--- src/rtl/cache_controller_if.sv ---
// Shared size type and the bundled bus between the cache controller and its
// environment (core request/response, backing memory, external data array).
//
// Modports:
//   master - the environment: drives requests, memory replies and the data
//            array read word; observes everything the controller drives.
//   slave  - the cache controller itself.
//
// Signals:
//   req_valid/req_ready/req_addr/req_we/req_size/req_wdata - core request
//   resp_valid/resp_rdata                                  - core response
//   mem_valid/mem_we/mem_addr/mem_wdata/mem_ack/mem_rdata  - backing memory
//   dl_perform_write/dl_set/dl_op_size/dl_word_select/
//   dl_byte_select/dl_word_to_store/dl_fetched_word        - data array port

package cache_controller_pkg;
    typedef enum logic [1:0] {
        BYTE = 2'd0,
        HALF = 2'd1,
        WORD = 2'd2
    } memory_operation_size_e;
endpackage

interface cache_controller_if #(
    parameter int XLEN             = 32,
    parameter int SET_SIZE         = 2,
    parameter int WORD_SELECT_SIZE = 3,
    parameter int BYTE_SELECT_SIZE = 2
);
    import cache_controller_pkg::*;

    logic                        req_valid;
    logic                        req_ready;
    logic [XLEN-1:0]             req_addr;
    logic                        req_we;
    memory_operation_size_e      req_size;
    logic [XLEN-1:0]             req_wdata;
    logic                        resp_valid;
    logic [XLEN-1:0]             resp_rdata;

    logic                        mem_valid;
    logic                        mem_we;
    logic [XLEN-1:0]             mem_addr;
    logic [XLEN-1:0]             mem_wdata;
    logic                        mem_ack;
    logic [XLEN-1:0]             mem_rdata;

    logic                        dl_perform_write;
    logic [SET_SIZE-1:0]         dl_set;
    memory_operation_size_e      dl_op_size;
    logic [WORD_SELECT_SIZE-1:0] dl_word_select;
    logic [BYTE_SELECT_SIZE-1:0] dl_byte_select;
    logic [XLEN-1:0]             dl_word_to_store;
    logic [XLEN-1:0]             dl_fetched_word;

    modport master (
        output req_valid, req_addr, req_we, req_size, req_wdata,
        output mem_ack, mem_rdata, dl_fetched_word,
        input  req_ready, resp_valid, resp_rdata,
        input  mem_valid, mem_we, mem_addr, mem_wdata,
        input  dl_perform_write, dl_set, dl_op_size, dl_word_select,
        input  dl_byte_select, dl_word_to_store
    );

    modport slave (
        input  req_valid, req_addr, req_we, req_size, req_wdata,
        input  mem_ack, mem_rdata, dl_fetched_word,
        output req_ready, resp_valid, resp_rdata,
        output mem_valid, mem_we, mem_addr, mem_wdata,
        output dl_perform_write, dl_set, dl_op_size, dl_word_select,
        output dl_byte_select, dl_word_to_store
    );
endinterface

--- src/rtl/cache_controller.sv ---
// Direct-mapped, write-back, write-allocate cache controller. Holds tag,
// valid and dirty state per line; the line data lives in an external data
// array driven through the dl_* port. One request is in flight at a time.
//
// Ports:
//   clk     - single clock, all state on posedge
//   reset_n - asynchronous active-low reset (control state only)
//   bus     - cache_controller_if.slave: core request/response, backing
//             memory handshake and data-array control

module cache_controller
    import cache_controller_pkg::*;
#(
    parameter int XLEN             = 32,
    parameter int NUM_SETS         = 4,
    parameter int SET_SIZE         = 2,
    parameter int WORDS_PER_LINE   = 8,
    parameter int WORD_SELECT_SIZE = 3,
    parameter int BYTE_SELECT_SIZE = 2
) (
    input  logic             clk,
    input  logic             reset_n,
    cache_controller_if.slave bus
);

    localparam int TAG_W = XLEN - SET_SIZE - WORD_SELECT_SIZE - BYTE_SELECT_SIZE;

    typedef enum logic [2:0] {
        IDLE,
        LOOKUP,
        WRITEBACK,
        FILL,
        RESPOND
    } state_e;

    state_e                      state;
    logic [WORD_SELECT_SIZE-1:0] word_cnt;
    logic [NUM_SETS-1:0]         valid_q;
    logic [NUM_SETS-1:0]         dirty_q;
    logic [TAG_W-1:0]            tag_q [NUM_SETS];

    logic                        req_ready_q;
    logic                        resp_valid_q;
    logic [XLEN-1:0]             resp_rdata_q;

    logic [XLEN-1:0]             req_addr_q;
    logic                        req_we_q;
    memory_operation_size_e      req_size_q;
    logic [XLEN-1:0]             req_wdata_q;

    logic [TAG_W-1:0]            req_tag;
    logic [SET_SIZE-1:0]         req_set;
    logic [WORD_SELECT_SIZE-1:0] req_word;
    logic [BYTE_SELECT_SIZE-1:0] req_byte;

    logic                        accept;
    logic                        hit;
    logic                        last_beat;
    logic                        fill_done;

    logic                        mem_valid;
    logic                        mem_we;
    logic [XLEN-1:0]             mem_addr;
    logic [XLEN-1:0]             mem_wdata;
    logic                        dl_perform_write;
    logic [SET_SIZE-1:0]         dl_set;
    memory_operation_size_e      dl_op_size;
    logic [WORD_SELECT_SIZE-1:0] dl_word_select;
    logic [BYTE_SELECT_SIZE-1:0] dl_byte_select;
    logic [XLEN-1:0]             dl_word_to_store;

    // Address fields of the latched request: {tag, set, word, byte}
    assign req_byte = req_addr_q[BYTE_SELECT_SIZE-1:0];
    assign req_word = req_addr_q[BYTE_SELECT_SIZE +: WORD_SELECT_SIZE];
    assign req_set  = req_addr_q[BYTE_SELECT_SIZE+WORD_SELECT_SIZE +: SET_SIZE];
    assign req_tag  = req_addr_q[XLEN-1 -: TAG_W];

    assign accept    = (state == IDLE) && req_ready_q && bus.req_valid;
    assign hit       = valid_q[req_set] && (tag_q[req_set] == req_tag);
    assign last_beat = (word_cnt == WORD_SELECT_SIZE'(WORDS_PER_LINE - 1));
    assign fill_done = (state == FILL) && bus.mem_ack && last_beat;

    // Memory and data-array controls are decoded from the state register and
    // the beat counter, so they hold steady across a stalled beat and vanish
    // the moment reset forces the state back to IDLE.
    always_comb begin
        mem_valid        = 1'b0;
        mem_we           = 1'b0;
        mem_addr         = '0;
        mem_wdata        = '0;
        dl_perform_write = 1'b0;
        dl_set           = req_set;
        dl_op_size       = req_size_q;
        dl_word_select   = req_word;
        dl_byte_select   = req_byte;
        dl_word_to_store = req_wdata_q;
        case (state)
            LOOKUP: begin
                dl_perform_write = hit && req_we_q;
            end
            WRITEBACK: begin
                mem_valid      = 1'b1;
                mem_we         = 1'b1;
                mem_addr       = {tag_q[req_set], req_set, word_cnt,
                                  {BYTE_SELECT_SIZE{1'b0}}};
                mem_wdata      = bus.dl_fetched_word;
                dl_op_size     = WORD;
                dl_word_select = word_cnt;
                dl_byte_select = '0;
            end
            FILL: begin
                mem_valid        = 1'b1;
                mem_addr         = {req_tag, req_set, word_cnt,
                                    {BYTE_SELECT_SIZE{1'b0}}};
                dl_op_size       = WORD;
                dl_word_select   = word_cnt;
                dl_byte_select   = '0;
                dl_word_to_store = bus.mem_rdata;
                dl_perform_write = bus.mem_ack;
            end
            default: begin
            end
        endcase
    end

    // Control FSM with registered handshake outputs
    always_ff @(posedge clk or negedge reset_n) begin
        if (!reset_n) begin
            state        <= IDLE;
            word_cnt     <= '0;
            valid_q      <= '0;
            dirty_q      <= '0;
            req_ready_q  <= 1'b0;
            resp_valid_q <= 1'b0;
            resp_rdata_q <= '0;
        end else begin
            resp_valid_q <= 1'b0;
            case (state)
                IDLE: begin
                    if (accept) begin
                        req_ready_q <= 1'b0;
                        state       <= LOOKUP;
                    end else begin
                        req_ready_q <= 1'b1;
                    end
                end
                LOOKUP: begin
                    word_cnt <= '0;
                    if (hit) begin
                        resp_rdata_q <= req_we_q ? '0 : bus.dl_fetched_word;
                        if (req_we_q) begin
                            dirty_q[req_set] <= 1'b1;
                        end
                        resp_valid_q <= 1'b1;
                        state        <= RESPOND;
                    end else if (valid_q[req_set] && dirty_q[req_set]) begin
                        state <= WRITEBACK;
                    end else begin
                        state <= FILL;
                    end
                end
                WRITEBACK: begin
                    if (bus.mem_ack) begin
                        if (last_beat) begin
                            word_cnt <= '0;
                            state    <= FILL;
                        end else begin
                            word_cnt <= word_cnt + 1'b1;
                        end
                    end
                end
                FILL: begin
                    if (bus.mem_ack) begin
                        if (last_beat) begin
                            word_cnt         <= '0;
                            valid_q[req_set] <= 1'b1;
                            dirty_q[req_set] <= 1'b0;
                            // Re-enter LOOKUP so the refilled line is served
                            // by the ordinary hit path.
                            state            <= LOOKUP;
                        end else begin
                            word_cnt <= word_cnt + 1'b1;
                        end
                    end
                end
                RESPOND: begin
                    req_ready_q <= 1'b1;
                    state       <= IDLE;
                end
                default: begin
                    state <= IDLE;
                end
            endcase
        end
    end

    // Request latch and tag store: data only, never reset
    always_ff @(posedge clk) begin
        if (accept) begin
            req_addr_q  <= bus.req_addr;
            req_we_q    <= bus.req_we;
            req_size_q  <= bus.req_size;
            req_wdata_q <= bus.req_wdata;
        end
        if (fill_done) begin
            tag_q[req_set] <= req_tag;
        end
    end

    assign bus.req_ready        = req_ready_q;
    assign bus.resp_valid       = resp_valid_q;
    assign bus.resp_rdata       = resp_rdata_q;
    assign bus.mem_valid        = mem_valid;
    assign bus.mem_we           = mem_we;
    assign bus.mem_addr         = mem_addr;
    assign bus.mem_wdata        = mem_wdata;
    assign bus.dl_perform_write = dl_perform_write;
    assign bus.dl_set           = dl_set;
    assign bus.dl_op_size       = dl_op_size;
    assign bus.dl_word_select   = dl_word_select;
    assign bus.dl_byte_select   = dl_byte_select;
    assign bus.dl_word_to_store = dl_word_to_store;

endmodule

--- src/flat_wrapper.sv ---
// flat-port wrapper written by rule: the top's interface ports become plain ports
module cache_controller_flat import cache_controller_pkg::*;
#(
    parameter int XLEN             = 32,
    parameter int NUM_SETS         = 4,
    parameter int SET_SIZE         = 2,
    parameter int WORDS_PER_LINE   = 8,
    parameter int WORD_SELECT_SIZE = 3,
    parameter int BYTE_SELECT_SIZE = 2
)
  (clk, reset_n, bus_req_valid, bus_req_addr, bus_req_we, bus_req_size, bus_req_wdata, bus_mem_ack, bus_mem_rdata, bus_dl_fetched_word, bus_req_ready, bus_resp_valid, bus_resp_rdata, bus_mem_valid, bus_mem_we, bus_mem_addr, bus_mem_wdata, bus_dl_perform_write, bus_dl_set, bus_dl_op_size, bus_dl_word_select, bus_dl_byte_select, bus_dl_word_to_store);
  cache_controller_if #(.XLEN(XLEN), .SET_SIZE(SET_SIZE), .WORD_SELECT_SIZE(WORD_SELECT_SIZE), .BYTE_SELECT_SIZE(BYTE_SELECT_SIZE)) bus_i ();
  input  logic clk;
  input  logic reset_n;
  input wire logic [$bits(bus_i.req_valid)-1:0] bus_req_valid;
  input wire logic [$bits(bus_i.req_addr)-1:0] bus_req_addr;
  input wire logic [$bits(bus_i.req_we)-1:0] bus_req_we;
  input wire logic [$bits(bus_i.req_size)-1:0] bus_req_size;
  input wire logic [$bits(bus_i.req_wdata)-1:0] bus_req_wdata;
  input wire logic [$bits(bus_i.mem_ack)-1:0] bus_mem_ack;
  input wire logic [$bits(bus_i.mem_rdata)-1:0] bus_mem_rdata;
  input wire logic [$bits(bus_i.dl_fetched_word)-1:0] bus_dl_fetched_word;
  output wire logic [$bits(bus_i.req_ready)-1:0] bus_req_ready;
  output wire logic [$bits(bus_i.resp_valid)-1:0] bus_resp_valid;
  output wire logic [$bits(bus_i.resp_rdata)-1:0] bus_resp_rdata;
  output wire logic [$bits(bus_i.mem_valid)-1:0] bus_mem_valid;
  output wire logic [$bits(bus_i.mem_we)-1:0] bus_mem_we;
  output wire logic [$bits(bus_i.mem_addr)-1:0] bus_mem_addr;
  output wire logic [$bits(bus_i.mem_wdata)-1:0] bus_mem_wdata;
  output wire logic [$bits(bus_i.dl_perform_write)-1:0] bus_dl_perform_write;
  output wire logic [$bits(bus_i.dl_set)-1:0] bus_dl_set;
  output wire logic [$bits(bus_i.dl_op_size)-1:0] bus_dl_op_size;
  output wire logic [$bits(bus_i.dl_word_select)-1:0] bus_dl_word_select;
  output wire logic [$bits(bus_i.dl_byte_select)-1:0] bus_dl_byte_select;
  output wire logic [$bits(bus_i.dl_word_to_store)-1:0] bus_dl_word_to_store;
  assign bus_i.req_valid = bus_req_valid;
  assign bus_i.req_addr = bus_req_addr;
  assign bus_i.req_we = bus_req_we;
  assign bus_i.req_size = bus_req_size;
  assign bus_i.req_wdata = bus_req_wdata;
  assign bus_i.mem_ack = bus_mem_ack;
  assign bus_i.mem_rdata = bus_mem_rdata;
  assign bus_i.dl_fetched_word = bus_dl_fetched_word;
  assign bus_req_ready = bus_i.req_ready;
  assign bus_resp_valid = bus_i.resp_valid;
  assign bus_resp_rdata = bus_i.resp_rdata;
  assign bus_mem_valid = bus_i.mem_valid;
  assign bus_mem_we = bus_i.mem_we;
  assign bus_mem_addr = bus_i.mem_addr;
  assign bus_mem_wdata = bus_i.mem_wdata;
  assign bus_dl_perform_write = bus_i.dl_perform_write;
  assign bus_dl_set = bus_i.dl_set;
  assign bus_dl_op_size = bus_i.dl_op_size;
  assign bus_dl_word_select = bus_i.dl_word_select;
  assign bus_dl_byte_select = bus_i.dl_byte_select;
  assign bus_dl_word_to_store = bus_i.dl_word_to_store;
  cache_controller #(.XLEN(XLEN), .NUM_SETS(NUM_SETS), .SET_SIZE(SET_SIZE), .WORDS_PER_LINE(WORDS_PER_LINE), .WORD_SELECT_SIZE(WORD_SELECT_SIZE), .BYTE_SELECT_SIZE(BYTE_SELECT_SIZE)) u_core (.clk(clk), .reset_n(reset_n), .bus(bus_i));
endmodule
--- config.mk ---
export PLATFORM = sky130hd
export DESIGN_NAME = cache_controller_flat
export DESIGN_NICKNAME = d
export VERILOG_FILES = /design/src/rtl/cache_controller_if.sv /design/src/rtl/cache_controller.sv /design/src/flat_wrapper.sv
export SDC_FILE = /design/constraint.sdc
export NUM_CORES = 1
export LEC_CHECK = 0
export BUFFER_PORTS_ARGS = -buffer_cell sky130_fd_sc_hd__buf_2
export CORE_ASPECT_RATIO = 1.75
export CORE_MARGIN = 1.5
export CORE_UTILIZATION = 53
export DETAILED_ROUTE_END_ITERATION = 8
export PLACE_DENSITY = 0.81
export SLEW_MARGIN = 20
export SYNTH_ARGS = -nofsm -noshare
export SYNTH_HDL_FRONTEND = slang
export SYNTH_SLANG_ARGS = --single-unit
--- constraint.sdc ---
create_clock -name clk -period 10.6 [get_ports clk]
set_input_delay 1.06 -clock clk [delete_from_list [all_inputs] [get_ports clk]]
set_output_delay 1.06 -clock clk [all_outputs]
set_load 0.03 [all_outputs]
==> impl_metrics.csv <==
group,metric,value,unit
setup_path,cp.required,9.54,ns
pwr,pwr-share-comb,32.5,%
sta,fin_hold_ws,0.4926,ns
floorplan,chipWidth,106.1,um
drt,drt-vias-per-instance,5.380,
floorplan,core,0.01814,mm2
placed_design,detailed_place_hpwl,15.62,mm
clock_network,cts_tree,"yes",
setup_path,cp_slowest_cell,"buf_4",
placed_design,place_congestion,0.8405,
clock_network,numCtsBuffers,21,
logic_synthesis,syn_area,0.009866,mm2
logic_synthesis,yosys_warnings,0,
sta,setup_viol_count_final,0,
layout,final_nets,1077,
logic_synthesis,synth_cells,668,
floorplan,initial_utilization,54.40,%
logic_synthesis,yosysUniqueCellTypes,56,
flow_run,drv_cap,0,
global_routing,antenna_found_initial,0,
setup_path,worstSetupPathType,"flip-flop to output pin",
setup_path,regToRegSetupSlack,6.66,ns
layout,nFillCells,1310,
clock_network,clk_pin_slew,0.07,ns
sta,finalSetupTns,0,ns
sta,worst_pin_slew,0.9098,ns
logic_synthesis,ys.flop_type,"edfxtp_1",
pwr,power_frac_seq,37.5,%
logic_synthesis,synth_edf_count,167,
pwr,peakVddDrop,0.1607,mV
clock_network,root_buffer,"clkbuf_16",
sta,maxSlewHeadroom,39.21,%
drt,wl_per_cell,18.95,um
clock_network,postCtsHoldBufs,0,
pwr,p_leak,5.241,nW
floorplan,std_cell_rows,65,
setup_path,crit_family,"simple AND/OR/NAND/NOR gates",
sta,skew,0.01877,ns
global_routing,grt_pass1_wl,34.87,mm
setup_path,path_max_fanout,50,
pwr,power_density,214.8,mW/mm2
pwr,switching_power,0.0009031,W
hold_path,hp-class,"flip-flop to flip-flop",
clock_network,cts_sinks,217,
setup_path,crit_buf_inv,2,
sta,fmax,196.2,MHz
clock_network,cts_resized,0,
outcome,status,"finished clean",
setup_path,crit_arrival,4.04,ns
setup_path,critPathMaxStageDelay,0.60,ns
placed_design,placed_cell_area,0.01143,mm2
setup_path,crit_path_end_kind,"output pin",
setup_path,path_cells,"buf_4 > mux2_2 > a222oi_1 > o21ai_0 > or4_1 > nor4b_2 > nand4_1 > nand2_1 > buf_2",
logic_synthesis,yosysSeqAreaShare,63.41,%
sta,hold_viol,0,
setup_path,rr_worst_depth,8,
sta,fin_crit_sh,48.08,%
hold_path,holdPathEnd,"u_core.valid_q[2]$_DFFE_PN0P_",
sta,final-max-slew-violation-count,0,
layout,stdcell_count,1189,
pwr,p_clk_share,30.0,%
layout,utilization,67.13,%
clock_network,h-tree-depth,1,
sta,post-route-min-period,5.096,ns
hold_path,min_path_cells,1,
drt,drt_iter0_drc,379,
global_routing,grt_start_max_net_pins,63,
clock_network,cts_setup_buffers,0,
layout,area_growth_syn_to_layout,23.41,%
layout,stdcell_area,0.01218,mm2
floorplan,die_y,183.5,um
global_routing,track_usage,23.30,%
drt,drt-pass1-iter-count,5,
global_routing,grt_pass1_vias,6645,
logic_synthesis,avgSynthCellArea,14.77,um2
drt,drtAntennaViolNets,0,
hold_path,worstHoldStart,"u_core.valid_q[2]$_DFFE_PN0P_",
pwr,swShare,34.53,%
floorplan,die-area,0.01947,mm2
placed_design,portBuffers,274,
clock_network,clk_latency,0.50,ns
drt,wl,22.53,mm
pwr,power.internal,0.001712,W
setup_path,critPathLaunchType,"flip-flop",
sta,rsz0062_at_grt,"no",
floorplan,pin_count,277,
placed_design,place_inst,1151,
clock_network,cts_max_path_buffers,3,
logic_synthesis,ys_ff_latch,217,
drt,drc_errors,0,
setup_path,cp.depth,9,
global_routing,grt.overflow.total,0,
drt,via_count,6397,
layout,n_antenna_cell,0,
logic_synthesis,async_flop_share,22.12,%
layout,layout-drive-gt1-share,44.61,%
setup_path,rr_endpoint,"u_core.bus.resp_rdata[7]$_DFFE_PN0P_",
==> worst register-to-register path: stages, from the launching register on <==
cell and delay, ns:
dfxtp_2 0.31, buf_4 0.60, mux4_2 0.48, xnor2_1 0.24, o21ai_0 0.16, or3_4 0.36, a2111oi_4 0.40, nand4_4 0.69
mux2_4 0.58
==> through the flow <==
stage	setup slack, ns	total power (W)
finish	5.504	0.002616
global route	5.329	0.002717
CTS	5.525	0.002634
detailed placement	6.089	0.001851
global placement	6.168	0.001841
floorplan	1.846	0.001621
==> cell usage after synthesis, types with 2 or more instances <==
master / n / area (um2)
edfxtp_1: 167 / 5015
a2bb2oi_1: 2 / 17.52
o2bb2ai_1: 3 / 26.28
nor3_1: 4 / 20.02
nand2b_1: 10 / 62.56
a221oi_1: 3 / 26.28
dfrtp_1: 48 / 1201
xor2_1: 9 / 78.83
nor2b_1: 32 / 200.2
mux4_2: 12 / 270.3
dfxtp_1: 2 / 40.04
a21oi_1: 21 / 105.1
a22oi_1: 2 / 15.01
nor2_1: 49 / 183.9
a21o_1: 3 / 22.52
nand3b_1: 2 / 15.01
inv_1: 11 / 41.29
mux2_2: 51 / 574.3
or2_2: 4 / 25.02
buf_1: 3 / 11.26
nand3_1: 2 / 10.01
clkbuf_1: 21 / 78.83
xnor2_1: 8 / 70.07
buf_2: 3 / 15.01
a32o_1: 2 / 20.02
buf_4: 6 / 45.04
ha_1: 2 / 25.02
and2_1: 43 / 269.0
nand2_1: 19 / 71.32
o22ai_1: 3 / 18.77
a211oi_1: 2 / 15.01
mux2_4: 28 / 420.4
nand4_1: 4 / 25.02
buf_6: 6 / 67.56
o21ai_0: 9 / 45.04
mux2i_1: 52 / 520.5
==> logic make-up (layout without fill, tap and decap cells) <==
group,count (synthesis),in the layout,synth area share (%)
AOI/OAI and AO/OA,61,61,4.312
other,1,2,0.03801
and+or+nand+nor,176,176,9.715
xor gates and xnor gates,17,17,1.509
adders and majority gates,2,2,0.2536
buffers and inverters,51,337,2.663
DFF,217,217,63.41
muxes,143,143,18.10
==> cell usage in the layout, fill, tap and decap left out, types with 10 or more instances in the layout <==
cell / n
a21oi_1: 21
and2_1: 43
buf_2: 274
buf_4: 13
clkbuf_16: 23
dfrtp_1: 48
edfxtp_1: 167
inv_1: 11
mux2_2: 51
mux2_4: 28
mux2i_1: 52
mux4_2: 12
nand2_1: 19
nand2b_1: 10
nor2_1: 48
nor2b_1: 32
==> power by group through the flow <==
stage               clock network (W)  registers, W  logic, W
CTS                          0.000796      0.000981  0.000857
finish                       0.000784      0.000981  0.000851
global route                 0.000826      0.000985  0.000906
detailed placement                  0      0.000997  0.000853
floorplan                           0       0.00100  0.000618
global placement                    0      0.000995  0.000846
==> area by class of cell <==
cell class                      instances  area, um2  area share (%)
Timing Repair Buffer                  287       1469           12.06
Clock buffer                           29      638.1           5.241
Inverter                               12      45.04          0.3700
Clock inverter                          9      108.9          0.8940
Sequential cell                       217       6257           51.39
Multi-Input combinational cell        401       3364           27.63
Tap cell                              234      292.8           2.405
==> per-layer routing <==
layer / wire [um] / GRT usage, % / share of wire, % / vias to the layer above
li1: - / - / - / 2996
met1: 8246 / 26.48 / 37 / 3090
met2: 12380 / 43.66 / 55 / 279
met3: 1434 / 4.360 / 6.4 / 32
met4: 470 / 7.189 / 2.1 / 0
met5: 0 / 0 / 0 / -
==> flip-flops by register name, indices dropped and copies added, names as in the netlist, named ones only <==
register,flops
u_core.valid_q,4
u_core.req_addr_q,32
u_core.state,3
u_core.req_size_q,2
u_core.tag_q,100
u_core.bus.req_ready,1
u_core.req_we_q,1
u_core.bus.resp_rdata,32
u_core.word_cnt,3
u_core.req_wdata_q,32
u_core.bus.resp_valid,1
==> worst max path at each step <==
stage                   from                   end  slack [ns]
4_1_cts            flip-flop  bus_dl_perform_write        5.53
6_report           flip-flop  bus_dl_perform_write        5.50
2_1_floorplan  bus_req_valid             flip-flop        1.85
5_1_grt            flip-flop  bus_dl_perform_write        5.33
3_5_place_dp       flip-flop  bus_dl_perform_write        6.09
3_3_place_gp       flip-flop  bus_dl_perform_write        6.17
Power figures use the tool's default switching activity.
